**src/rtl/mips_ctrl_pkg.sv**
```systemverilog
// -----------------------------------------------------------------------------
// mips_ctrl_pkg
// Shared definitions for the multi-cycle MIPS control path.
//   - opcode constants (instr[31:26])
//   - ALUop encoding, shared with the ALU control decoder
//   - ALUSrcB / PCSource select encodings
//   - 13-state main FSM encoding (4 bits)
//   - control word struct produced by mc_output_decode
//   - op_is_defined(): true for opcodes the controller implements
// -----------------------------------------------------------------------------
package mips_ctrl_pkg;

    localparam int STATE_W = 4;

    // Opcodes
    localparam logic [5:0] OP_RTYPE = 6'b000000;
    localparam logic [5:0] OP_LW    = 6'b100011;
    localparam logic [5:0] OP_SW    = 6'b101011;
    localparam logic [5:0] OP_BEQ   = 6'b000100;
    localparam logic [5:0] OP_J     = 6'b000010;
    localparam logic [5:0] OP_ADDI  = 6'b001000;
    localparam logic [5:0] OP_SLTI  = 6'b001010;

    // ALUop encoding consumed by the ALU control decoder
    localparam logic [1:0] ALUOP_ADD  = 2'b00;
    localparam logic [1:0] ALUOP_SUB  = 2'b01;
    localparam logic [1:0] ALUOP_FUNC = 2'b10;
    localparam logic [1:0] ALUOP_SLT  = 2'b11;

    // ALU B-operand mux
    localparam logic [1:0] SRCB_REG    = 2'b00;
    localparam logic [1:0] SRCB_FOUR   = 2'b01;
    localparam logic [1:0] SRCB_IMM    = 2'b10;
    localparam logic [1:0] SRCB_IMMSH2 = 2'b11;

    // PC source mux
    localparam logic [1:0] PCSRC_ALU    = 2'b00;
    localparam logic [1:0] PCSRC_ALUOUT = 2'b01;
    localparam logic [1:0] PCSRC_JUMP   = 2'b10;

    typedef enum logic [STATE_W-1:0] {
        S_FETCH  = 4'd0,
        S_DECODE = 4'd1,
        S_MEMADR = 4'd2,
        S_MEMRD  = 4'd3,
        S_MEMWB  = 4'd4,
        S_MEMWR  = 4'd5,
        S_REXEC  = 4'd6,
        S_RWB    = 4'd7,
        S_BEQ    = 4'd8,
        S_JUMP   = 4'd9,
        S_ADDIEX = 4'd10,
        S_SLTIEX = 4'd11,
        S_IWB    = 4'd12
    } state_e;

    typedef struct packed {
        logic       pc_write;
        logic       pc_write_cond;
        logic       iord;
        logic       mem_read;
        logic       mem_write;
        logic       ir_write;
        logic       mem_to_reg;
        logic       reg_dst;
        logic       reg_write;
        logic       alu_src_a;
        logic [1:0] alu_src_b;
        logic [1:0] alu_op;
        logic [1:0] pc_source;
        logic       instr_done;
    } ctrl_t;

    function automatic logic op_is_defined(input logic [5:0] op);
        logic ok;
        case (op)
            OP_RTYPE, OP_LW, OP_SW, OP_BEQ,
            OP_J, OP_ADDI, OP_SLTI: ok = 1'b1;
            default:                ok = 1'b0;
        endcase
        return ok;
    endfunction

endpackage

```
**src/rtl/mc_output_decode.sv**
```systemverilog
// -----------------------------------------------------------------------------
// mc_output_decode
// Combinational decode of the main FSM state into the datapath control word.
// Ports:
//   state_i    : current FSM state
//   op_undef_i : opcode in IR is outside the supported instruction set (only
//                matters in DECODE, where it makes DECODE the last state of
//                the instruction)
//   ctrl_o     : control word; every field not set for a state is 0
// -----------------------------------------------------------------------------
module mc_output_decode
    import mips_ctrl_pkg::*;
(
    input  state_e state_i,
    input  logic   op_undef_i,
    output ctrl_t  ctrl_o
);

    // State -> control word; defaults first, then per-state overrides.
    always_comb begin
        ctrl_o = '0;
        case (state_i)
            S_FETCH: begin
                ctrl_o.mem_read  = 1'b1;
                ctrl_o.ir_write  = 1'b1;
                ctrl_o.alu_src_b = SRCB_FOUR;
                ctrl_o.alu_op    = ALUOP_ADD;
                ctrl_o.pc_write  = 1'b1;
                ctrl_o.pc_source = PCSRC_ALU;
            end
            S_DECODE: begin
                // Branch target precomputed into ALUOut while decoding.
                ctrl_o.alu_src_b  = SRCB_IMMSH2;
                ctrl_o.alu_op     = ALUOP_ADD;
                ctrl_o.instr_done = op_undef_i;
            end
            S_MEMADR, S_ADDIEX: begin
                ctrl_o.alu_src_a = 1'b1;
                ctrl_o.alu_src_b = SRCB_IMM;
                ctrl_o.alu_op    = ALUOP_ADD;
            end
            S_MEMRD: begin
                ctrl_o.mem_read = 1'b1;
                ctrl_o.iord     = 1'b1;
            end
            S_MEMWB: begin
                ctrl_o.reg_write  = 1'b1;
                ctrl_o.mem_to_reg = 1'b1;
                ctrl_o.instr_done = 1'b1;
            end
            S_MEMWR: begin
                ctrl_o.mem_write  = 1'b1;
                ctrl_o.iord       = 1'b1;
                ctrl_o.instr_done = 1'b1;
            end
            S_REXEC: begin
                ctrl_o.alu_src_a = 1'b1;
                ctrl_o.alu_src_b = SRCB_REG;
                ctrl_o.alu_op    = ALUOP_FUNC;
            end
            S_RWB: begin
                ctrl_o.reg_write  = 1'b1;
                ctrl_o.reg_dst    = 1'b1;
                ctrl_o.instr_done = 1'b1;
            end
            S_BEQ: begin
                ctrl_o.alu_src_a     = 1'b1;
                ctrl_o.alu_src_b     = SRCB_REG;
                ctrl_o.alu_op        = ALUOP_SUB;
                ctrl_o.pc_write_cond = 1'b1;
                ctrl_o.pc_source     = PCSRC_ALUOUT;
                ctrl_o.instr_done    = 1'b1;
            end
            S_JUMP: begin
                ctrl_o.pc_write   = 1'b1;
                ctrl_o.pc_source  = PCSRC_JUMP;
                ctrl_o.instr_done = 1'b1;
            end
            S_SLTIEX: begin
                ctrl_o.alu_src_a = 1'b1;
                ctrl_o.alu_src_b = SRCB_IMM;
                ctrl_o.alu_op    = ALUOP_SLT;
            end
            S_IWB: begin
                ctrl_o.reg_write  = 1'b1;
                ctrl_o.instr_done = 1'b1;
            end
            default: begin
                ctrl_o = '0;
            end
        endcase
    end

endmodule

```
**src/rtl/multicycle_main_controller.sv**
```systemverilog
// -----------------------------------------------------------------------------
// multicycle_main_controller
// Main control FSM of the multi-cycle MIPS datapath. Sequences each
// instruction through fetch/decode/execute/memory/writeback and drives all
// datapath enables and mux selects.
// Ports:
//   clk, rst      : clock (rising edge), async active-high reset
//   opcode        : instr[31:26] from IR, used in DECODE and MEMADR
//   zero          : ALU zero flag (the datapath qualifies PCWriteCond with it)
//   PCWrite .. PCSource : datapath control, see mc_output_decode
//   instr_done    : pulse in the last state of each instruction
//   state_dbg     : current state encoding
// -----------------------------------------------------------------------------
module multicycle_main_controller
    import mips_ctrl_pkg::*;
#(
    parameter int OPCODE_W = 6,
    parameter int ALUOP_W  = 2
) (
    input  logic                clk,
    input  logic                rst,
    input  logic [OPCODE_W-1:0] opcode,
    input  logic                zero,
    output logic                PCWrite,
    output logic                PCWriteCond,
    output logic                IorD,
    output logic                MemRead,
    output logic                MemWrite,
    output logic                IRWrite,
    output logic                MemtoReg,
    output logic                RegDst,
    output logic                RegWrite,
    output logic                ALUSrcA,
    output logic [1:0]          ALUSrcB,
    output logic [ALUOP_W-1:0]  ALUop,
    output logic [1:0]          PCSource,
    output logic                instr_done,
    output logic [3:0]          state_dbg
);

    state_e state_q;
    state_e state_d;
    // Set by reset and cleared by the first clock edge after release, so the
    // first FETCH strobes only appear in the cycle following deassertion.
    logic   hold_q;
    logic   gate_s;
    logic   op_undef_s;
    ctrl_t  ctrl_s;

    // The branch outcome is resolved in the datapath, not here.
    logic   unused_zero_s;
    assign unused_zero_s = zero;

    assign op_undef_s = ~op_is_defined(opcode[5:0]);

    // State register with asynchronous reset to FETCH.
    always_ff @(posedge clk or posedge rst) begin
        if (rst) begin
            state_q <= S_FETCH;
            hold_q  <= 1'b1;
        end else begin
            state_q <= state_d;
            hold_q  <= 1'b0;
        end
    end

    // Next-state logic.
    always_comb begin
        state_d = S_FETCH;
        if (hold_q) begin
            state_d = S_FETCH;
        end else begin
            case (state_q)
                S_FETCH:  state_d = S_DECODE;
                S_DECODE: begin
                    case (opcode[5:0])
                        OP_RTYPE:     state_d = S_REXEC;
                        OP_LW, OP_SW: state_d = S_MEMADR;
                        OP_BEQ:       state_d = S_BEQ;
                        OP_J:         state_d = S_JUMP;
                        OP_ADDI:      state_d = S_ADDIEX;
                        OP_SLTI:      state_d = S_SLTIEX;
                        default:      state_d = S_FETCH;
                    endcase
                end
                S_MEMADR: begin
                    if (opcode[5:0] == OP_LW) begin
                        state_d = S_MEMRD;
                    end else begin
                        state_d = S_MEMWR;
                    end
                end
                S_MEMRD:  state_d = S_MEMWB;
                S_REXEC:  state_d = S_RWB;
                S_ADDIEX: state_d = S_IWB;
                S_SLTIEX: state_d = S_IWB;
                S_MEMWB, S_MEMWR, S_RWB, S_BEQ, S_JUMP, S_IWB: state_d = S_FETCH;
                default:  state_d = S_FETCH;
            endcase
        end
    end

    mc_output_decode u_decode (
        .state_i    (state_q),
        .op_undef_i (op_undef_s),
        .ctrl_o     (ctrl_s)
    );

    // Strobes are suppressed while reset is held and until the release edge;
    // mux selects simply show the FETCH decode during that time.
    assign gate_s = rst | hold_q;

    assign PCWrite     = ctrl_s.pc_write      & ~gate_s;
    assign PCWriteCond = ctrl_s.pc_write_cond & ~gate_s;
    assign MemRead     = ctrl_s.mem_read      & ~gate_s;
    assign MemWrite    = ctrl_s.mem_write     & ~gate_s;
    assign IRWrite     = ctrl_s.ir_write      & ~gate_s;
    assign RegWrite    = ctrl_s.reg_write     & ~gate_s;
    assign instr_done  = ctrl_s.instr_done    & ~gate_s;
    assign IorD        = ctrl_s.iord;
    assign MemtoReg    = ctrl_s.mem_to_reg;
    assign RegDst      = ctrl_s.reg_dst;
    assign ALUSrcA     = ctrl_s.alu_src_a;
    assign ALUSrcB     = ctrl_s.alu_src_b;
    assign ALUop       = ALUOP_W'(ctrl_s.alu_op);
    assign PCSource    = ctrl_s.pc_source;
    assign state_dbg   = state_q;

endmodule

```
**config.mk**
```make
export PLATFORM = sky130hd
export DESIGN_NAME = multicycle_main_controller
export DESIGN_NICKNAME = d
export VERILOG_FILES = /design/src/rtl/mips_ctrl_pkg.sv /design/src/rtl/mc_output_decode.sv /design/src/rtl/multicycle_main_controller.sv
export SDC_FILE = /design/constraint.sdc
export NUM_CORES = 1
export LEC_CHECK = 0
export ABC_AREA = 1
export BUFFER_PORTS_ARGS = -buffer_cell sky130_fd_sc_hd__buf_2
export CAP_MARGIN = 20
export CELL_PAD_IN_SITES_DETAIL_PLACEMENT = 0
export CELL_PAD_IN_SITES_GLOBAL_PLACEMENT = 1
export CORE_ASPECT_RATIO = 1.4
export CORE_UTILIZATION = 26
export DETAILED_ROUTE_END_ITERATION = 6
export GPL_TIMING_DRIVEN = 0
export PLACE_DENSITY_LB_ADDON = 0.1
export SYNTH_ARGS = -nofsm -noshare
export SYNTH_HDL_FRONTEND = slang
export SYNTH_SLANG_ARGS = --single-unit
```
**constraint.sdc**
```tcl
create_clock -name clk -period 1.3 [get_ports clk]
set_clock_uncertainty 0.15 [all_clocks]
set_input_delay 0.065 -clock clk [delete_from_list [all_inputs] [get_ports clk]]
set_output_delay 0.065 -clock clk [all_outputs]
set_load 0.01 [all_outputs]
```
==> run metrics <==
Vias/cell=4.62; grt total ovfl=0; failing checks=negative setup slack; leakage power=0.533 nW; Tcrit/Tclk final=121%; initial antenna violation count=0; top sig layer=met4; startpoint types=flop; utilization after layout=49.0%; Clock power frac=34.6%; share of layout cells above drive strength 1=58.6%; CTS tree=built; combinational group share of total power=32.9%; total power per unit cell area=543 mW/mm²; DR iter-0 viols=2; synth top area cells=dfrtp_1 (18%), nor2_1 (17%), inv_1 (13%), nand2_1 (11%), nand3_1 (6.4%); I/O pin count=30; Max Fclk=637 MHz; clk_lat worst skew=0.24 ns; r2r endpoint=state_dbg[0]$_DFF_PP0_; Setup WS post-layout=-0.270 ns; routed len/inst=10.5 µm; number of port buffers=28; unrepaired setup endpoints after global routing=yes; Final Critical Period=1.57 ns; post-synth cell types=20; Seq pwr share=32.5%; Reg2Reg Setup Slack=-0.19 ns; register area share after synthesis=23.2%; Post-synth EDFFs=0; CP max stage delay=0.43 ns; most common cell after layout, fill and taps aside=buf_2; critical path cell sequence=inv_2, nor2_2, inv_2, nor2_2, nor3_2, a21oi_2, buf_2; Layout area overhead=77.3%; final-report hold violation count=0; Cells after Synth=99; commonest cells after routing, fill and taps aside=buf_2 (28), nor2_1 (15), inv_1 (13), buf_4 (13), nand2_1 (11); Switching Share=32.7%; mean post-synth cell area=5.51 µm²; clock sink total=5; CP required=1.09 ns; placement-stage cell area=717 µm²; CTS H-tree depth=1; # rows=19; pin count of the biggest net entering global routing=8; clock tree buffer depth=2; Yosys top cell area share=18.3%; DRC errors left=0; Detail Route Antenna Nets=0; register bit count reported by yosys=5; CTS Buf Count=3; WHS=0.0791 ns; GRT Util Overall=16.8%; RD Place Congestion=0.759; number of global-route vias before repair=681; Die Footprint=0.00229 mm²; Ys Warns=0; worst min path class=input pin to flop; DR vias=767; Final Instance Area=967 µm²; Die X=40.7 µm; drt pass-1 iters=3; Starting Density=27.6%; Sw Pwr=0.172 mW; Worst Path Class, Setup=flop to output port; Synth area leader=dfrtp_1; met2 wire length=1000 µm; status=complete, but fails checks; maximum vdd drop=306 µV; height of the die=56.2 µm; Placeable Area=0.00197 mm²; Worst Setup SP=state_dbg[3]$_DFF_PP0_; pins over their slew limit=0; Critical Path Slowest Stage Cell=dfrtp_1; WL final=1740 µm; post-synth net total=108; Critical Path Fanout Max=4; # setup viols final=21; P_int=0.353 mW; r2r startpoint=state_dbg[1]$_DFF_PP0_; Hold Path Depth=4; Data arrival, critical path=1.35 ns; Async S/R FF share, synth=100%; FF-to-FF path depth=7; pre-CTS setup slack=-0.146 ns; first-pass GRT wire length=2660 µm; Nets=155; Met1 Routed Length=665 µm; CTS root buf=clkbuf_4; post-synthesis cell area=546 µm²; Tot Pwr=0.525 mW; Antenna Cells=0; worst setup path end=instr_done; Reg clk slew, reported paths=0.05 ns; dominant synthesized flop cell=dfrtp_1; DP HPWL=1350 µm; met3 WL=40 µm; crit end category=output port; maxcap violations=0
## cell type report
cell class                      count  area (µm²)
Clock buffer                        3        22.5
Clock inverter                      1        5.00
Multi-Input combinational cell     71         435
Inverter                           22        90.1
Timing Repair Buffer               43         259
Fill cell                         230        1010
Tap cell                           21        26.3
Sequential cell                     5         129
## stage by stage
step                      TNS, ns  std cells
after floorplan            -0.122         99
after global placement     -0.606        148
after detailed placement   -0.604        148
after CTS                   -3.49        161
after global routing        -5.00        166
final                       -3.31        166
## worst min-delay path by stage
stage	to	startpoint	slack [ns]
after floorplan	state_dbg[0]$_DFF_PP0_	rst	-0.31
after global placement	state_dbg[0]$_DFF_PP0_	rst	-0.18
after detailed placement	state_dbg[1]$_DFF_PP0_	rst	-0.17
after CTS	state_dbg[0]$_DFF_PP0_	opcode[4]	0.07
after global routing	state_dbg[0]$_DFF_PP0_	opcode[4]	0.09
final	state_dbg[0]$_DFF_PP0_	opcode[4]	0.08
## routing by layer
layer | vias up | track usage (%)
met5 | - | 0
met2 | 23 | 30.6
met3 | 4 | 1.20
met1 | 348 | 17.6
li1 | 392 | -
met4 | 0 | 7.14
## cell usage after synthesis (2+ instances only)
| master | count |
|---|---|
| nor2_1 | 25 |
| inv_1 | 19 |
| nand2_1 | 16 |
| nand3_1 | 7 |
| a21oi_1 | 5 |
| dfrtp_1 | 4 |
| o21ai_0 | 4 |
| inv_2 | 3 |
| nand4_1 | 3 |
| nor2_2 | 2 |
| nor2_4 | 2 |
## power by group through the flow
stage,Sequential (mW),Combinational [mW],Clock [mW]
global placement,0.173,0.112,0
detailed placement,0.173,0.113,0
finish,0.170,0.173,0.182
CTS,0.169,0.144,0.187
floorplan,0.173,0.0671,0
global route,0.171,0.191,0.193
## what timing repair did
| action | 4_1_cts | 5_1_grt |
|---|---|---|
| hold endpoints to repair | 5 | 0 |
| pin swaps | 5 | 7 |
| buffers inserted | 9 | 5 |
| resized for setup | 17 | 24 |
| hold buffers | 1 | 0 |
| setup endpoints to repair | 20 | 21 |
## registers in the layout, summed over array words and instances, names as in the netlist
name / count
hold_q: 1
state_dbg: 4
## cells by family after synthesis
kind of cell / Yosys count / synth area share [%]
flip-flops: 5 / 23.2
other: 1 / 0.687
buffers and inverters: 23 / 15.8
AO/OA/AOI/OAI: 11 / 10.3
AND/OR/NAND/NOR: 59 / 50.0
## critical path: cells and delay by family, from the launching register on
family                 cells  cell delay [ns]
AOI/OAI and AO/OA          1             0.06
buffers and inverters      3             0.35
DFF                        1             0.43
and+or+nand+nor            3             0.28
Power figures use the tool's default switching activity.
